--- src/rtl/axil_lfsr_mgen_if.sv ---
// Bus bundle for axil_lfsr_mgen: AXI4-Lite configuration port plus the
// AXI4-Stream output. The generator uses the slave view; the driver of the
// register port and consumer of the stream uses the master view.
interface axil_lfsr_mgen_if #(
  parameter int ADDR_WIDTH = 8,
  parameter int DATA_WIDTH = 32,
  parameter int DEST_WIDTH = 2
);
  logic [ADDR_WIDTH-1:0] awaddr;
  logic                  awvalid;
  logic                  awready;
  logic [DATA_WIDTH-1:0] wdata;
  logic                  wvalid;
  logic                  wready;
  logic [1:0]            bresp;
  logic                  bvalid;
  logic                  bready;
  logic [ADDR_WIDTH-1:0] araddr;
  logic                  arvalid;
  logic                  arready;
  logic [DATA_WIDTH-1:0] rdata;
  logic [1:0]            rresp;
  logic                  rvalid;
  logic                  rready;
  logic [DATA_WIDTH-1:0] tdata;
  logic [DEST_WIDTH-1:0] tdest;
  logic                  tlast;
  logic                  tvalid;
  logic                  tready;

  modport slave (
    input  awaddr, awvalid, wdata, wvalid, bready, araddr, arvalid, rready, tready,
    output awready, wready, bresp, bvalid, arready, rdata, rresp, rvalid,
           tdata, tdest, tlast, tvalid
  );

  modport master (
    output awaddr, awvalid, wdata, wvalid, bready, araddr, arvalid, rready, tready,
    input  awready, wready, bresp, bvalid, arready, rdata, rresp, rvalid,
           tdata, tdest, tlast, tvalid
  );
endinterface

--- src/rtl/axil_lfsr_mgen.sv ---
// Multi-channel Galois LFSR pattern generator. Configured over AXI4-Lite,
// emits round-robin interleaved words on AXI4-Stream with TDEST = channel and
// optional fixed-length bursts closed by TLAST.
module axil_lfsr_mgen #(
  parameter int          C_AXIL_DATA_WIDTH = 32,
  parameter int          C_AXIL_ADDR_WIDTH = 8,
  parameter int          LFSR_WIDTH        = 16,
  parameter int          NUM_CH            = 4,
  parameter logic [31:0] TAPS_RST          = 32'h0000_B400
) (
  input logic             aclk,
  input logic             areset,
  axil_lfsr_mgen_if.slave bus
);
  localparam int DW     = C_AXIL_DATA_WIDTH;
  localparam int LW     = LFSR_WIDTH;
  localparam int DEST_W = (NUM_CH > 1) ? $clog2(NUM_CH) : 1;
  localparam logic [1:0] RESP_OKAY   = 2'b00;
  localparam logic [1:0] RESP_SLVERR = 2'b10;

  typedef enum logic [1:0] {ST_IDLE, ST_LOAD, ST_RUN} state_t;

  state_t              state_reg, state_next;
  logic [NUM_CH-1:0]   ch_en_reg, en_act_reg;
  logic [DW-1:0]       burst_len_reg, beat_cnt_reg;
  logic [LW-1:0]       seed_reg [NUM_CH];
  logic [LW-1:0]       taps_reg [NUM_CH];
  logic [LW-1:0]       taps_act_reg [NUM_CH];
  logic [LW-1:0]       lfsr_reg [NUM_CH];
  logic [DEST_W-1:0]   sel_reg;
  logic                done_reg, stop_pend_reg;
  logic                bvalid_reg, rvalid_reg;
  logic [1:0]          bresp_reg, rresp_reg;
  logic [DW-1:0]       rdata_reg;

  logic [C_AXIL_ADDR_WIDTH-1:0] awaddr_w, araddr_w;
  logic [31:0]   wa, ra;
  logic          wr_hs, rd_hs, start_req, stop_req, run, beat_hs, tlast_c;
  logic [DW-1:0] rd_data;
  logic [LW-1:0] cur_lfsr;

  function automatic logic addr_mapped(input logic [31:0] a);
    logic ok;
    ok = 1'b0;
    if (a[1:0] == 2'b00) begin
      if (a <= 32'h10) ok = 1'b1;
      if (a >= 32'h20 && a < 32'h20 + 32'(8 * NUM_CH)) ok = 1'b1;
      if (a >= 32'h80 && a < 32'h80 + 32'(4 * NUM_CH)) ok = 1'b1;
    end
    return ok;
  endfunction

  function automatic logic [LW-1:0] galois(input logic [LW-1:0] s, input logic [LW-1:0] t);
    return (s >> 1) ^ (s[0] ? t : '0);
  endfunction

  function automatic logic [DEST_W-1:0] first_ch(input logic [NUM_CH-1:0] en);
    logic [DEST_W-1:0] r;
    r = '0;
    for (int c = NUM_CH - 1; c >= 0; c--) if (en[c]) r = DEST_W'(c);
    return r;
  endfunction

  // Next enabled channel strictly above cur, wrapping to the lowest enabled one.
  function automatic logic [DEST_W-1:0] next_ch(input logic [NUM_CH-1:0] en,
                                                input logic [DEST_W-1:0] cur);
    logic [DEST_W-1:0] low, above;
    logic              has_above;
    low = cur;
    above = cur;
    has_above = 1'b0;
    for (int c = NUM_CH - 1; c >= 0; c--) begin
      if (en[c]) begin
        low = DEST_W'(c);
        if (c > int'(cur)) begin
          above = DEST_W'(c);
          has_above = 1'b1;
        end
      end
    end
    return has_above ? above : low;
  endfunction

  assign awaddr_w  = bus.awaddr;
  assign araddr_w  = bus.araddr;
  assign wa        = 32'(awaddr_w);
  assign ra        = 32'(araddr_w);
  assign wr_hs     = bus.awvalid && bus.wvalid && !bvalid_reg;
  assign rd_hs     = bus.arvalid && !rvalid_reg;
  // STOP wins over START when both are set in one CTRL write.
  assign stop_req  = wr_hs && (wa == 32'h00) && bus.wdata[1];
  assign start_req = wr_hs && (wa == 32'h00) && bus.wdata[0] && !bus.wdata[1];
  assign run       = (state_reg == ST_RUN);
  assign beat_hs   = run && bus.tready;
  assign tlast_c   = run && (burst_len_reg != '0) && (beat_cnt_reg == burst_len_reg - 1'b1);

  assign bus.awready = wr_hs;
  assign bus.wready  = wr_hs;
  assign bus.bvalid  = bvalid_reg;
  assign bus.bresp   = bresp_reg;
  assign bus.arready = rd_hs;
  assign bus.rvalid  = rvalid_reg;
  assign bus.rresp   = rresp_reg;
  assign bus.rdata   = rdata_reg;
  assign bus.tvalid  = run;
  assign bus.tdata   = run ? DW'(cur_lfsr) : '0;
  assign bus.tdest   = run ? sel_reg : '0;
  assign bus.tlast   = tlast_c;

  // Select the live state of the channel currently presented on the stream.
  always_comb begin
    cur_lfsr = '0;
    for (int c = 0; c < NUM_CH; c++) if (sel_reg == DEST_W'(c)) cur_lfsr = lfsr_reg[c];
  end

  // Read data mux; unmapped addresses fall through to zero.
  always_comb begin
    rd_data = '0;
    if (ra == 32'h04) rd_data = DW'({done_reg, state_reg != ST_IDLE});
    if (ra == 32'h08) rd_data = DW'(ch_en_reg);
    if (ra == 32'h0C) rd_data = burst_len_reg;
    if (ra == 32'h10) rd_data = beat_cnt_reg;
    for (int c = 0; c < NUM_CH; c++) begin
      if (ra == 32'h20 + 32'(8 * c)) rd_data = DW'(seed_reg[c]);
      if (ra == 32'h24 + 32'(8 * c)) rd_data = DW'(taps_reg[c]);
      if (ra == 32'h80 + 32'(4 * c)) rd_data = DW'(lfsr_reg[c]);
    end
  end

  // AXI-Lite response channels and the configuration registers.
  always_ff @(posedge aclk) begin
    if (areset) begin
      bvalid_reg    <= 1'b0;
      bresp_reg     <= RESP_OKAY;
      rvalid_reg    <= 1'b0;
      rresp_reg     <= RESP_OKAY;
      rdata_reg     <= '0;
      ch_en_reg     <= '1;
      burst_len_reg <= '0;
      for (int c = 0; c < NUM_CH; c++) begin
        seed_reg[c] <= LW'(1);
        taps_reg[c] <= TAPS_RST[LW-1:0];
      end
    end else begin
      if (wr_hs) begin
        bvalid_reg <= 1'b1;
        bresp_reg  <= addr_mapped(wa) ? RESP_OKAY : RESP_SLVERR;
        if (wa == 32'h08) ch_en_reg <= bus.wdata[NUM_CH-1:0];
        if (wa == 32'h0C) burst_len_reg <= bus.wdata;
        for (int c = 0; c < NUM_CH; c++) begin
          if (wa == 32'h20 + 32'(8 * c)) seed_reg[c] <= bus.wdata[LW-1:0];
          if (wa == 32'h24 + 32'(8 * c)) taps_reg[c] <= bus.wdata[LW-1:0];
        end
      end else if (bus.bready) begin
        bvalid_reg <= 1'b0;
      end
      if (rd_hs) begin
        rvalid_reg <= 1'b1;
        rresp_reg  <= addr_mapped(ra) ? RESP_OKAY : RESP_SLVERR;
        rdata_reg  <= addr_mapped(ra) ? rd_data : '0;
      end else if (bus.rready) begin
        rvalid_reg <= 1'b0;
      end
    end
  end

  // Sequencer state register.
  always_ff @(posedge aclk) begin
    if (areset) state_reg <= ST_IDLE;
    else        state_reg <= state_next;
  end

  // Sequencer next state: a presented beat is only abandoned at its handshake.
  always_comb begin
    state_next = state_reg;
    case (state_reg)
      ST_IDLE: if (start_req && ch_en_reg != '0) state_next = ST_LOAD;
      ST_LOAD: state_next = (stop_req || stop_pend_reg) ? ST_IDLE : ST_RUN;
      ST_RUN:  if (beat_hs && (tlast_c || stop_req || stop_pend_reg)) state_next = ST_IDLE;
      default: state_next = ST_IDLE;
    endcase
  end

  // Channel datapath: seed load, per-beat LFSR advance, beat count and status.
  always_ff @(posedge aclk) begin
    if (areset) begin
      en_act_reg    <= '0;
      sel_reg       <= '0;
      beat_cnt_reg  <= '0;
      done_reg      <= 1'b0;
      stop_pend_reg <= 1'b0;
      for (int c = 0; c < NUM_CH; c++) begin
        lfsr_reg[c]     <= '0;
        taps_act_reg[c] <= '0;
      end
    end else begin
      stop_pend_reg <= (state_next != ST_IDLE) &&
                       (stop_pend_reg || (stop_req && state_reg != ST_IDLE));
      if (state_reg == ST_LOAD) begin
        for (int c = 0; c < NUM_CH; c++) begin
          lfsr_reg[c]     <= (seed_reg[c] == '0) ? LW'(1) : seed_reg[c];
          taps_act_reg[c] <= taps_reg[c];
        end
        en_act_reg   <= ch_en_reg;
        sel_reg      <= first_ch(ch_en_reg);
        beat_cnt_reg <= '0;
        done_reg     <= 1'b0;
      end else if (beat_hs) begin
        for (int c = 0; c < NUM_CH; c++)
          if (sel_reg == DEST_W'(c)) lfsr_reg[c] <= galois(lfsr_reg[c], taps_act_reg[c]);
        if (beat_cnt_reg != '1) beat_cnt_reg <= beat_cnt_reg + 1'b1;
        sel_reg <= next_ch(en_act_reg, sel_reg);
        if (tlast_c) done_reg <= 1'b1;
      end
    end
  end
endmodule

--- src/flat_wrapper.sv ---
// flat-port wrapper written by rule: the top's interface ports become plain ports
module axil_lfsr_mgen_flat 
#(
  parameter int          C_AXIL_DATA_WIDTH = 32,
  parameter int          C_AXIL_ADDR_WIDTH = 8,
  parameter int          LFSR_WIDTH        = 16,
  parameter int          NUM_CH            = 4,
  parameter logic [31:0] TAPS_RST          = 32'h0000_B400
)
  (aclk, areset, bus_awaddr, bus_awvalid, bus_wdata, bus_wvalid, bus_bready, bus_araddr, bus_arvalid, bus_rready, bus_tready, bus_awready, bus_wready, bus_bresp, bus_bvalid, bus_arready, bus_rdata, bus_rresp, bus_rvalid, bus_tdata, bus_tdest, bus_tlast, bus_tvalid);
  axil_lfsr_mgen_if #(.ADDR_WIDTH(8), .DATA_WIDTH(32), .DEST_WIDTH(2)) bus_i ();
  input logic aclk;
  input logic areset;
  input wire logic [$bits(bus_i.awaddr)-1:0] bus_awaddr;
  input wire logic [$bits(bus_i.awvalid)-1:0] bus_awvalid;
  input wire logic [$bits(bus_i.wdata)-1:0] bus_wdata;
  input wire logic [$bits(bus_i.wvalid)-1:0] bus_wvalid;
  input wire logic [$bits(bus_i.bready)-1:0] bus_bready;
  input wire logic [$bits(bus_i.araddr)-1:0] bus_araddr;
  input wire logic [$bits(bus_i.arvalid)-1:0] bus_arvalid;
  input wire logic [$bits(bus_i.rready)-1:0] bus_rready;
  input wire logic [$bits(bus_i.tready)-1:0] bus_tready;
  output wire logic [$bits(bus_i.awready)-1:0] bus_awready;
  output wire logic [$bits(bus_i.wready)-1:0] bus_wready;
  output wire logic [$bits(bus_i.bresp)-1:0] bus_bresp;
  output wire logic [$bits(bus_i.bvalid)-1:0] bus_bvalid;
  output wire logic [$bits(bus_i.arready)-1:0] bus_arready;
  output wire logic [$bits(bus_i.rdata)-1:0] bus_rdata;
  output wire logic [$bits(bus_i.rresp)-1:0] bus_rresp;
  output wire logic [$bits(bus_i.rvalid)-1:0] bus_rvalid;
  output wire logic [$bits(bus_i.tdata)-1:0] bus_tdata;
  output wire logic [$bits(bus_i.tdest)-1:0] bus_tdest;
  output wire logic [$bits(bus_i.tlast)-1:0] bus_tlast;
  output wire logic [$bits(bus_i.tvalid)-1:0] bus_tvalid;
  assign bus_i.awaddr = bus_awaddr;
  assign bus_i.awvalid = bus_awvalid;
  assign bus_i.wdata = bus_wdata;
  assign bus_i.wvalid = bus_wvalid;
  assign bus_i.bready = bus_bready;
  assign bus_i.araddr = bus_araddr;
  assign bus_i.arvalid = bus_arvalid;
  assign bus_i.rready = bus_rready;
  assign bus_i.tready = bus_tready;
  assign bus_awready = bus_i.awready;
  assign bus_wready = bus_i.wready;
  assign bus_bresp = bus_i.bresp;
  assign bus_bvalid = bus_i.bvalid;
  assign bus_arready = bus_i.arready;
  assign bus_rdata = bus_i.rdata;
  assign bus_rresp = bus_i.rresp;
  assign bus_rvalid = bus_i.rvalid;
  assign bus_tdata = bus_i.tdata;
  assign bus_tdest = bus_i.tdest;
  assign bus_tlast = bus_i.tlast;
  assign bus_tvalid = bus_i.tvalid;
  axil_lfsr_mgen #(.C_AXIL_DATA_WIDTH(C_AXIL_DATA_WIDTH), .C_AXIL_ADDR_WIDTH(C_AXIL_ADDR_WIDTH), .LFSR_WIDTH(LFSR_WIDTH), .NUM_CH(NUM_CH), .TAPS_RST(TAPS_RST)) u_core (.aclk(aclk), .areset(areset), .bus(bus_i));
endmodule
--- config.mk ---
export PLATFORM = sky130hd
export DESIGN_NAME = axil_lfsr_mgen_flat
export DESIGN_NICKNAME = d
export VERILOG_FILES = /design/src/rtl/axil_lfsr_mgen_if.sv /design/src/rtl/axil_lfsr_mgen.sv /design/src/flat_wrapper.sv
export SDC_FILE = /design/constraint.sdc
export NUM_CORES = 1
export LEC_CHECK = 0
export CAP_MARGIN = 20
export CORE_UTILIZATION = 56
export DETAILED_ROUTE_END_ITERATION = 7
export GPL_TIMING_DRIVEN = 0
export HOLD_SLACK_MARGIN = 0.1
export PLACE_DENSITY = 0.82
export SYNTH_ARGS = -nofsm -noshare
export SYNTH_HDL_FRONTEND = slang
export SYNTH_SLANG_ARGS = --single-unit
--- constraint.sdc ---
create_clock -name aclk -period 6.05 [get_ports aclk]
set_clock_uncertainty 0.05 [all_clocks]
set_input_delay 0.9075 -clock aclk [delete_from_list [all_inputs] [get_ports aclk]]
set_output_delay 0.9075 -clock aclk [all_outputs]
set_load 0.005 [all_outputs]
* After elaboration in Yosys (flattened, before gate mapping)
Memory sizes are Yosys's and may differ from the RTL's.
Index checks and enable logic that the tools add are counted.
** Word-level totals
- Input port bits :: 56
- Logic and storage cells :: 293
- RAM bits :: 256
- Memories kept :: 4
- Output and inout port bits :: 77
- Register bits :: 116
** Cells by class
- Multiplexer cells :: 156
- $lt $le $gt $ge :: 13
- Add/sub/neg operators :: 2
- Bitwise operators :: 24
- Reductions and logical operators :: 48
- Equal/unequal tests :: 33
** Memories
- u_core.lfsr_reg :: depth 4, width 16, read ports 4, clocked after Yosys merged registers in 0, write ports 4, RTL line axil_lfsr_mgen.sv:29 : logic [LW-1:0] lfsr_reg [NUM_CH];
- u_core.seed_reg :: depth 4, width 16, read ports 4, clocked after Yosys merged registers in 0, write ports 4, RTL line axil_lfsr_mgen.sv:26 : logic [LW-1:0] seed_reg [NUM_CH];
- u_core.taps_act_reg :: depth 4, width 16, read ports 4, clocked after Yosys merged registers in 0, write ports 4, RTL line axil_lfsr_mgen.sv:28 : logic [LW-1:0] taps_act_reg [NUM_CH];
- u_core.taps_reg :: depth 4, width 16, read ports 4, clocked after Yosys merged registers in 0, write ports 4, RTL line axil_lfsr_mgen.sv:27 : logic [LW-1:0] taps_reg [NUM_CH];
** Operators by type and width (count)
- 2-to-1 mux 16 bit :: 33
- 2-to-1 mux 32 bit :: 15
- equality test 8 x 6 -> 1 bit, second input constant :: 16
- 2-to-1 mux 1 bit :: 82
- zero test 16 bit :: 4
- bitwise XOR 15 x 16 -> 16 bit :: 4
- 2-to-1 mux 2 bit :: 24
- adder 32 x 1 -> 32 bit, second input constant :: 1
- equality test 32 bit :: 1
- equality test 8 x 4 -> 1 bit, second input constant :: 4
- equality test 8 bit, second input constant :: 4
- zero test 32 bit :: 1
- != test 32 bit, second input constant :: 1
- nonzero test 32 bit :: 1
- subtractor 32 x 1 -> 32 bit, second input constant :: 1
- bitwise OR 1 bit :: 20
- logical AND 1 bit :: 18
- >= comparator 8 x 6 -> 1 bit, second input constant :: 2
- >= comparator 8 bit, second input constant :: 2
- less-or-equal comparator 8 x 5 -> 1 bit, second input constant :: 2
- < comparator 8 x 7 -> 1 bit, second input constant :: 2
- < comparator 8 bit, second input constant :: 2
- AND reduction 2 bit :: 5
- nonzero test 2 bit :: 5
- other kinds (14) :: 26

* Logic depth before layout (Yosys ltp)
Gate-level depths: netlist (run 1).
- Depth after elaboration :: 18
- Mapped depth :: 11
- Mapped depth without buffers :: 10

* Least setup slack after synthesis (run 1)
Ideal clock, no wire load.
- Path type :: input to register
- Start :: input areset
- End :: memory u_core.taps_act_reg[0][0] (netlist bit) (enable)
- Path buffers :: 2
- Slack :: 2.195 ns
- Data required time :: 5.547 ns
- Data arrival time :: 3.352 ns
- Setup time :: 0.453 ns
- Cell stages on the path :: 4
- Cell sequence :: clkbuf_1 > nor2_1 > clkinv_1 > clkbuf_1
** RTL lines
- from (decl) :: RTL line flat_wrapper.sv:13 : input logic areset;
- to (decl) :: RTL line axil_lfsr_mgen.sv:28

* Final worst setup path (run 1)
- Start :: register u_core.burst_len_reg[11]
- End :: output bus_tlast
** On the way
- Longest elaborated chain between the ends :: 3
- Elaborated cells on any way between the ends :: 5
- Those cells by class :: add/sub (1); eq/ne (1); reduce/logical (3)
** RTL lines
- from (decl) :: RTL line axil_lfsr_mgen.sv:25 : logic [DW-1:0] burst_len_reg, beat_cnt_reg;
- from (signal assigned) :: RTL line axil_lfsr_mgen.sv:149 : if (wa == 32'h0C) burst_len_reg <= bus.wdata;
- subtractor 32 x 1 -> 32 bit or nonzero test 32 bit (tied branches) :: RTL line axil_lfsr_mgen.sv:95 : assign tlast_c = run && (burst_len_reg != '0) && (beat_cnt_reg == burst_len_reg - 1'b1);
- equality test 32 bit or logical AND 1 bit (tied branches) :: RTL line axil_lfsr_mgen.sv:95
- logical AND 1 bit * :: RTL line axil_lfsr_mgen.sv:95
- to (decl) :: RTL line flat_wrapper.sv:33 : output wire logic [$bits(bus_i.tlast)-1:0] bus_tlast;
Every way passes the cells marked *; elsewhere a longest branch is shown, timed or not.

==> run_results.csv, run 1 <==
group,metric,value,unit
run_status,status,"completed",
sta,fmax,0.176,GHz
pwr,cellLeakagePower,7.82,nW
placement,portBuffers,111,
synth,synth-seq-area-share,0.516,
placement,placed_cell_area,21100,µm²
placement,hpwlAfterDp,57900,µm
grt,antenna_found_initial,3,
drt,dr.pass1.iters,8,
drt,via_per_inst,6.69,
pwr,pwr-share-comb,0.049,
worst_setup_path,path_cells,"clkbuf_1 > or4_1 > nor4_2 > nand3_1 > xnor2_1 > a21o_1 > or4_4 > nor4b_2 > clkdlybuf4s50_1",
synth,synth.largest_area_cell,"edfxtp_1",
pwr,powerDensity,249,nW/µm²
grt,grt_usage,0.433,
pwr,switchingPower,0.00130,W
worst_setup_path,worstPathMaxFanout,7,
run,drv_cap,0,
finish,final_cells,2633,
sta,fin_crit,5.68,ns
clocking,cts_tree,"done",
clocking,cts-root-buf,"clkbuf_16",
sta,worstMarginPinSlew,1.20,ns
pwr,vdd_drop_max,0.289,mV
synth,synth_edf_count,256,
clocking,clk_pin_slew,0.06,ns
clocking,clk_latency,0.55,ns
clocking,ctsResizeCount,0,
sta,layout_setup_ws,0.367,ns
finish,final_area,22500,µm²
clocking,h-tree-depth,2,
synth,yosysTopAreaCellShare,0.398,
drt,drc,0,
floorplanning,die_w,188,µm
worst_hold_path,hp-class,"reg2reg",
grt,grt_pass1_vias,16200,
synth,ys_warn_count,0,
worst_setup_path,critPathLaunchType,"register",
drt,drt_iter0_drc,2958,
worst_setup_path,cp.required,5.09,ns
floorplanning,coreArea,33800,µm²
worst_setup_path,max_stage_delay,0.71,ns
finish,ff_latch_area,9970,µm²
grt,grt_max_degree,55,
sta,fin_tns_setup,0,ns
drt,vias,17600,
synth,synth_area,19300,µm²
floorplanning,die_h,188,µm
worst_setup_path,criticalPathCategory,"reg2out",
synth,synthArstFlopShare,0,
sta,period_share,0.939,
worst_setup_path,critPathArrivalTime,4.73,ns
finish,drive_gt1_frac,0.0592,
clocking,postCtsHoldBufs,0,
sta,slew_violations,0,
synth,ys_ff_latch,370,
synth,synthTopCellsByArea,"edfxtp_1 (40%), dfxtp_1 (12%), and2_1 (6.4%)",
sta,finalSetupViolations,0,
worst_setup_path,crit_slowest_cell,"nor4_2",
clocking,cts-buffers-inserted,39,
pwr,pwr-share-seq,0.502,
grt,grt_pass1_wl,110000,µm
pwr,power.share.clock,0.449,
finish,areaGrowthSynthToFinish,16.5,%
drt,postRouteAntennaNets,0,
placement,place_congestion,1.04,
finish,fillers,2724,
clocking,clock-sinks,370,
clocking,ctsLongestPathBuffers,3,
worst_setup_path,cp-end-kind,"output pin",
drt,wl_per_cell,29.2,µm
pwr,switching_share,0.232,
synth,syn_avg_cell_area,9.79,µm²
sta,hold_viol,0,
synth,synthFlopType,"edfxtp_1",
sta,slew_headroom,0.202,
finish,final_common_cell,"nand2_1",
pwr,p_int,0.00432,W
synth,synth.distinct_cells,75,
clocking,cts_setup_buffers,0,
floorplanning,rows,67,
sta,whs,0.418,ns
placement,pre_cts_slack,1.01,ns
floorplanning,die-area,35300,µm²
floorplanning,pin_count,133,
finish,finalNetCount,2208,
finish,multiInputGateArea,8770,µm²
placement,dp.cells,2556,
drt,wirelength,76900,µm
finish,final_cell_mix,"nand2_1 (308), edfxtp_1 (256), and2_1 (199)",
synth,syn_inst,1975,
grt,overflow,0,
sta,rsz0062_at_grt,"no",
floorplanning,initial_core_util,0.572,
==> routing by layer <==
metal	GRT usage	vias to the layer above	routed length, µm
met5	0	-	0
met4	0.192	0	3710
met3	0.162	217	13300
met2	0.587	1441	30600
met1	0.613	8474	29400
li1	-	7480	-
==> logic make-up (layout without fill, tap and decap cells) <==
logic type / count (synthesis) / count (layout) / synth area share
AOI/OAI and AO/OA: 427 / 427 / 0.140
DFF: 370 / 370 / 0.516
muxes: 20 / 20 / 0.0207
buffers and inverters: 155 / 343 / 0.0344
and+or+nand+nor: 878 / 878 / 0.232
other: 1 / 23 / 0.000194
xor gates and xnor gates: 122 / 122 / 0.0553
adders and majority gates: 2 / 2 / 0.00129
==> worst max-delay path, delay by kind of cell, from the launching register on <==
family                    cells  cell delay (ns)
and+or+nand+nor               5             2.56
xor gates and xnor gates      1             0.22
buffers and inverters         2             0.87
AOI/OAI and AO/OA             1             0.21
DFF                           1             0.31
==> power by group through the flow <==
stage	clock (W)	sequential, W	combinational, W
5_1_grt	0.00261	0.00282	0.000284
2_1_floorplan	0	0.00283	0.000122
3_5_place_dp	0	0.00287	0.000264
6_report	0.00252	0.00282	0.000276
3_3_place_gp	0	0.00287	0.000254
4_1_cts	0.00251	0.00281	0.000265
==> area by class of cell <==
type                    instances  area share
clock buffers                  57      0.0533
clock inverters                14     0.00622
diodes                          5    0.000556
inverters                      18     0.00300
multi-input cells            1467       0.389
flip-flops and latches        370       0.443
plain buffers                 137      0.0267
well taps                     448      0.0249
repair buffers                117      0.0530
==> cells in the mapped netlist (7+ instances only) <==
library cell	number
a2111oi_0	7
a21o_1	10
a21oi_1	113
a221oi_1	7
a222oi_1	8
a22o_1	13
a22oi_1	42
a31oi_1	20
and2_1	199
and3_1	11
and4_1	7
buf_4	19
clkbuf_1	108
dfxtp_1	114
edfxtp_1	256
inv_1	17
mux4_2	16
nand2_1	308
nand2b_1	16
nand3_1	30
nand4_1	20
nor2_1	134
nor2b_1	8
nor3_1	29
nor4_1	33
o211ai_1	13
o21ai_0	104
o221ai_1	13
o22ai_1	27
o31ai_1	7
or3_1	31
or4_1	8
xnor2_1	36
xor2_1	86
==> path summary, 6_finish.rpt <==
path,startpoint,end,slack [ns],cells past startpoint
worst max-delay path,u_core.burst_len_reg[11]$_SDFFE_PP0P_,bus_tlast,0.37,9
worst min-delay path,u_core.bus.rdata[0]$_SDFFE_PP0P_,u_core.bus.rdata[0]$_SDFFE_PP0P_,0.42,2
worst max register to register,u_core.state_reg[1]$_SDFF_PP0_,u_core.lfsr_reg[2][8]$_DFFE_PP_,2.05,8
worst min register to register,u_core.bus.rdata[0]$_SDFFE_PP0P_,u_core.bus.rdata[0]$_SDFFE_PP0P_,0.42,2
==> metrics by stage <==
| stage | power (W) | util |
|---|---|---|
| after floorplan | 0.00296 | - |
| after global placement | 0.00312 | 0.624 |
| after detailed placement | 0.00313 | 0.626 |
| after CTS | 0.00558 | 0.666 |
| after global routing | 0.00571 | 0.666 |
| final | 0.00562 | 0.666 |
No activity file was read; power rests on OpenSTA's default activity.
==> inputs of run 2 (changes only) <==
--- a/config.mk
+++ b/config.mk
@@ -10,7 +10,7 @@
 export DETAILED_ROUTE_END_ITERATION = 7
 export GPL_TIMING_DRIVEN = 0
 export HOLD_SLACK_MARGIN = 0.1
-export PLACE_DENSITY = 0.82
+export PLACE_DENSITY = 0.76
 export SYNTH_ARGS = -nofsm -noshare
 export SYNTH_HDL_FRONTEND = slang
 export SYNTH_SLANG_ARGS = --single-unit
==> run 2 against run 1 <==
  * Final area increased by 0.25%
  * Power increased by 3.0%
  * Non-clock buffer count decreased by 1
  * Critical path type unchanged
==> run_results.csv, run 2 (synthesis gave the netlist of run 1 again) <==
group,metric,value,unit
run_status,status,"completed",
clocking,clk_pin_slew,0.07,ns
sta,rsz0062_at_grt,"no",
sta,period_share,0.948,
finish,final_common_cell,"nand2_1",
finish,final_util,0.668,
floorplanning,rows,67,
drt,via_per_inst,6.61,
sta,fmax,0.174,GHz
pwr,powerDensity,256,nW/µm²
worst_setup_path,cp-end-kind,"output pin",
pwr,vdd_drop_max,0.239,mV
worst_setup_path,max_stage_delay,0.63,ns
drt,drc,0,
grt,antenna_found_initial,5,
floorplanning,coreArea,33800,µm²
worst_setup_path,criticalPathCategory,"reg2out",
drt,dr.pass1.iters,6,
clocking,cts-root-buf,"clkbuf_16",
worst_hold_path,hp-class,"reg2reg",
placement,portBuffers,111,
placement,hpwlAfterDp,55500,µm
worst_setup_path,crit_slowest_cell,"or4_1",
clocking,ctsResizeCount,0,
finish,areaGrowthSynthToFinish,16.8,%
grt,overflow,0,
floorplanning,die-area,35300,µm²
clocking,ctsLongestPathBuffers,3,
sta,finalSetupViolations,0,
finish,final_cell_mix,"nand2_1 (308), edfxtp_1 (256), and2_1 (199)",
sta,fin_crit,5.73,ns
pwr,cellLeakagePower,7.84,nW
grt,grt_pass1_vias,15800,
clocking,clock-sinks,370,
finish,final_area,22600,µm²
worst_setup_path,path_cells,"inv_1 > ha_1 > nor4b_4 > nand4_1 > or4_1 > a21o_1 > or4_4 > nor4b_2 > clkdlybuf4s50_1",
finish,drive_gt1_frac,0.0619,
finish,finalNetCount,2208,
clocking,cts_tree,"done",
sta,hold_viol,0,
worst_setup_path,cp.required,5.09,ns
sta,fin_tns_setup,0,ns
clocking,cts_setup_buffers,0,
sta,slew_violations,0,
finish,fillers,2650,
sta,worstMarginPinSlew,1.18,ns
drt,vias,17400,
worst_setup_path,worstPathMaxFanout,8,
worst_setup_path,critPathLaunchType,"register",
clocking,h-tree-depth,2,
run,drv_cap,0,
sta,slew_headroom,0.196,
grt,grt_pass1_wl,105000,µm
floorplanning,pin_count,133,
grt,grt_max_degree,49,
clocking,postCtsHoldBufs,0,
drt,wl_per_cell,27.7,µm
floorplanning,die_h,188,µm
worst_setup_path,critPathArrivalTime,4.78,ns
clocking,clk_latency,0.57,ns
drt,drt_iter0_drc,2805,
floorplanning,die_w,188,µm
placement,place_congestion,1.04,
floorplanning,initial_core_util,0.572,
clocking,cts-buffers-inserted,40,
drt,postRouteAntennaNets,0,
grt,grt_usage,0.411,
drt,wirelength,72900,µm
placement,placed_cell_area,21100,µm²
-- run 2: cell types whose count changed in the layout (fill, tap and decap cells not counted), sizes merged --
cell,delta
buf,-1
inv,+4
diode,-3
bufinv,+5
clkinvlp,+4
clkinv,-4
clkbuf,-6
-- run 2: final timing paths --
check	startpoint	endpoint	slack, ns	cells past startpoint
worst min-delay path	u_core.bus.rdata[0]$_SDFFE_PP0P_	u_core.bus.rdata[0]$_SDFFE_PP0P_	0.43	2
worst min register to register	u_core.bus.rdata[0]$_SDFFE_PP0P_	u_core.bus.rdata[0]$_SDFFE_PP0P_	0.43	2
worst max register to register	u_core.state_reg[0]$_SDFF_PP0_	u_core.lfsr_reg[2][15]$_DFFE_PP_	2.01	8
worst max-delay path	u_core.burst_len_reg[0]$_SDFFE_PP0P_	bus_tlast	0.32	9
-- run 2: per-stage QoR --
step	hold slack (ns)	power, W	cells	setup WS [ns]
5_1_grt	0.447	0.00587	2630	0.152
4_1_cts	0.430	0.00575	2630	0.419
2_1_floorplan	0.376	0.00296	1992	2.19
6_report	0.426	0.00578	2632	0.316
3_5_place_dp	0.407	0.00313	2556	1.01
3_3_place_gp	0.395	0.00312	2551	0.249
-- run 2: area by class of cell --
| class | instances | area [µm²] | area share |
|---|---|---|---|
| sequential | 370 | 9970 | 0.442 |
| multi-input combinational | 1467 | 8770 | 0.389 |
| clock inverter | 23 | 328 | 0.0145 |
| timing repair buffer | 116 | 1160 | 0.0516 |
| inverter | 18 | 67.6 | 0.00299 |
| buffer | 137 | 602 | 0.0267 |
| clock buffer | 51 | 1100 | 0.0489 |
| tap | 448 | 561 | 0.0248 |
| antenna | 2 | 5.00 | 0.000222 |
-- run 2: metal layers --
| layer | vias up | track usage | wire, µm |
|---|---|---|---|
| met4 | 0 | 0.165 | 2990 |
| met2 | 1260 | 0.603 | 31300 |
| met1 | 8498 | 0.594 | 29400 |
| met5 | - | 0 | 0 |
| met3 | 168 | 0.0855 | 9240 |
| li1 | 7477 | - | - |
-- run 2: worst max-delay path: cells and delay by family (launching register included) --
kind	cells	cell delay (ns)
buffers and inverters	2	0.67
flip-flops	1	0.35
AND/OR/NAND/NOR	5	2.63
adder cells (fa/ha/maj)	1	0.30
AO/OA/AOI/OAI	1	0.24
-- run 2: report_power, final --
group          total [W]  internal, W  switching [W]
combinational   0.000268    0.0000887       0.000180
sequential       0.00282      0.00275      0.0000686
clock            0.00269      0.00161        0.00108
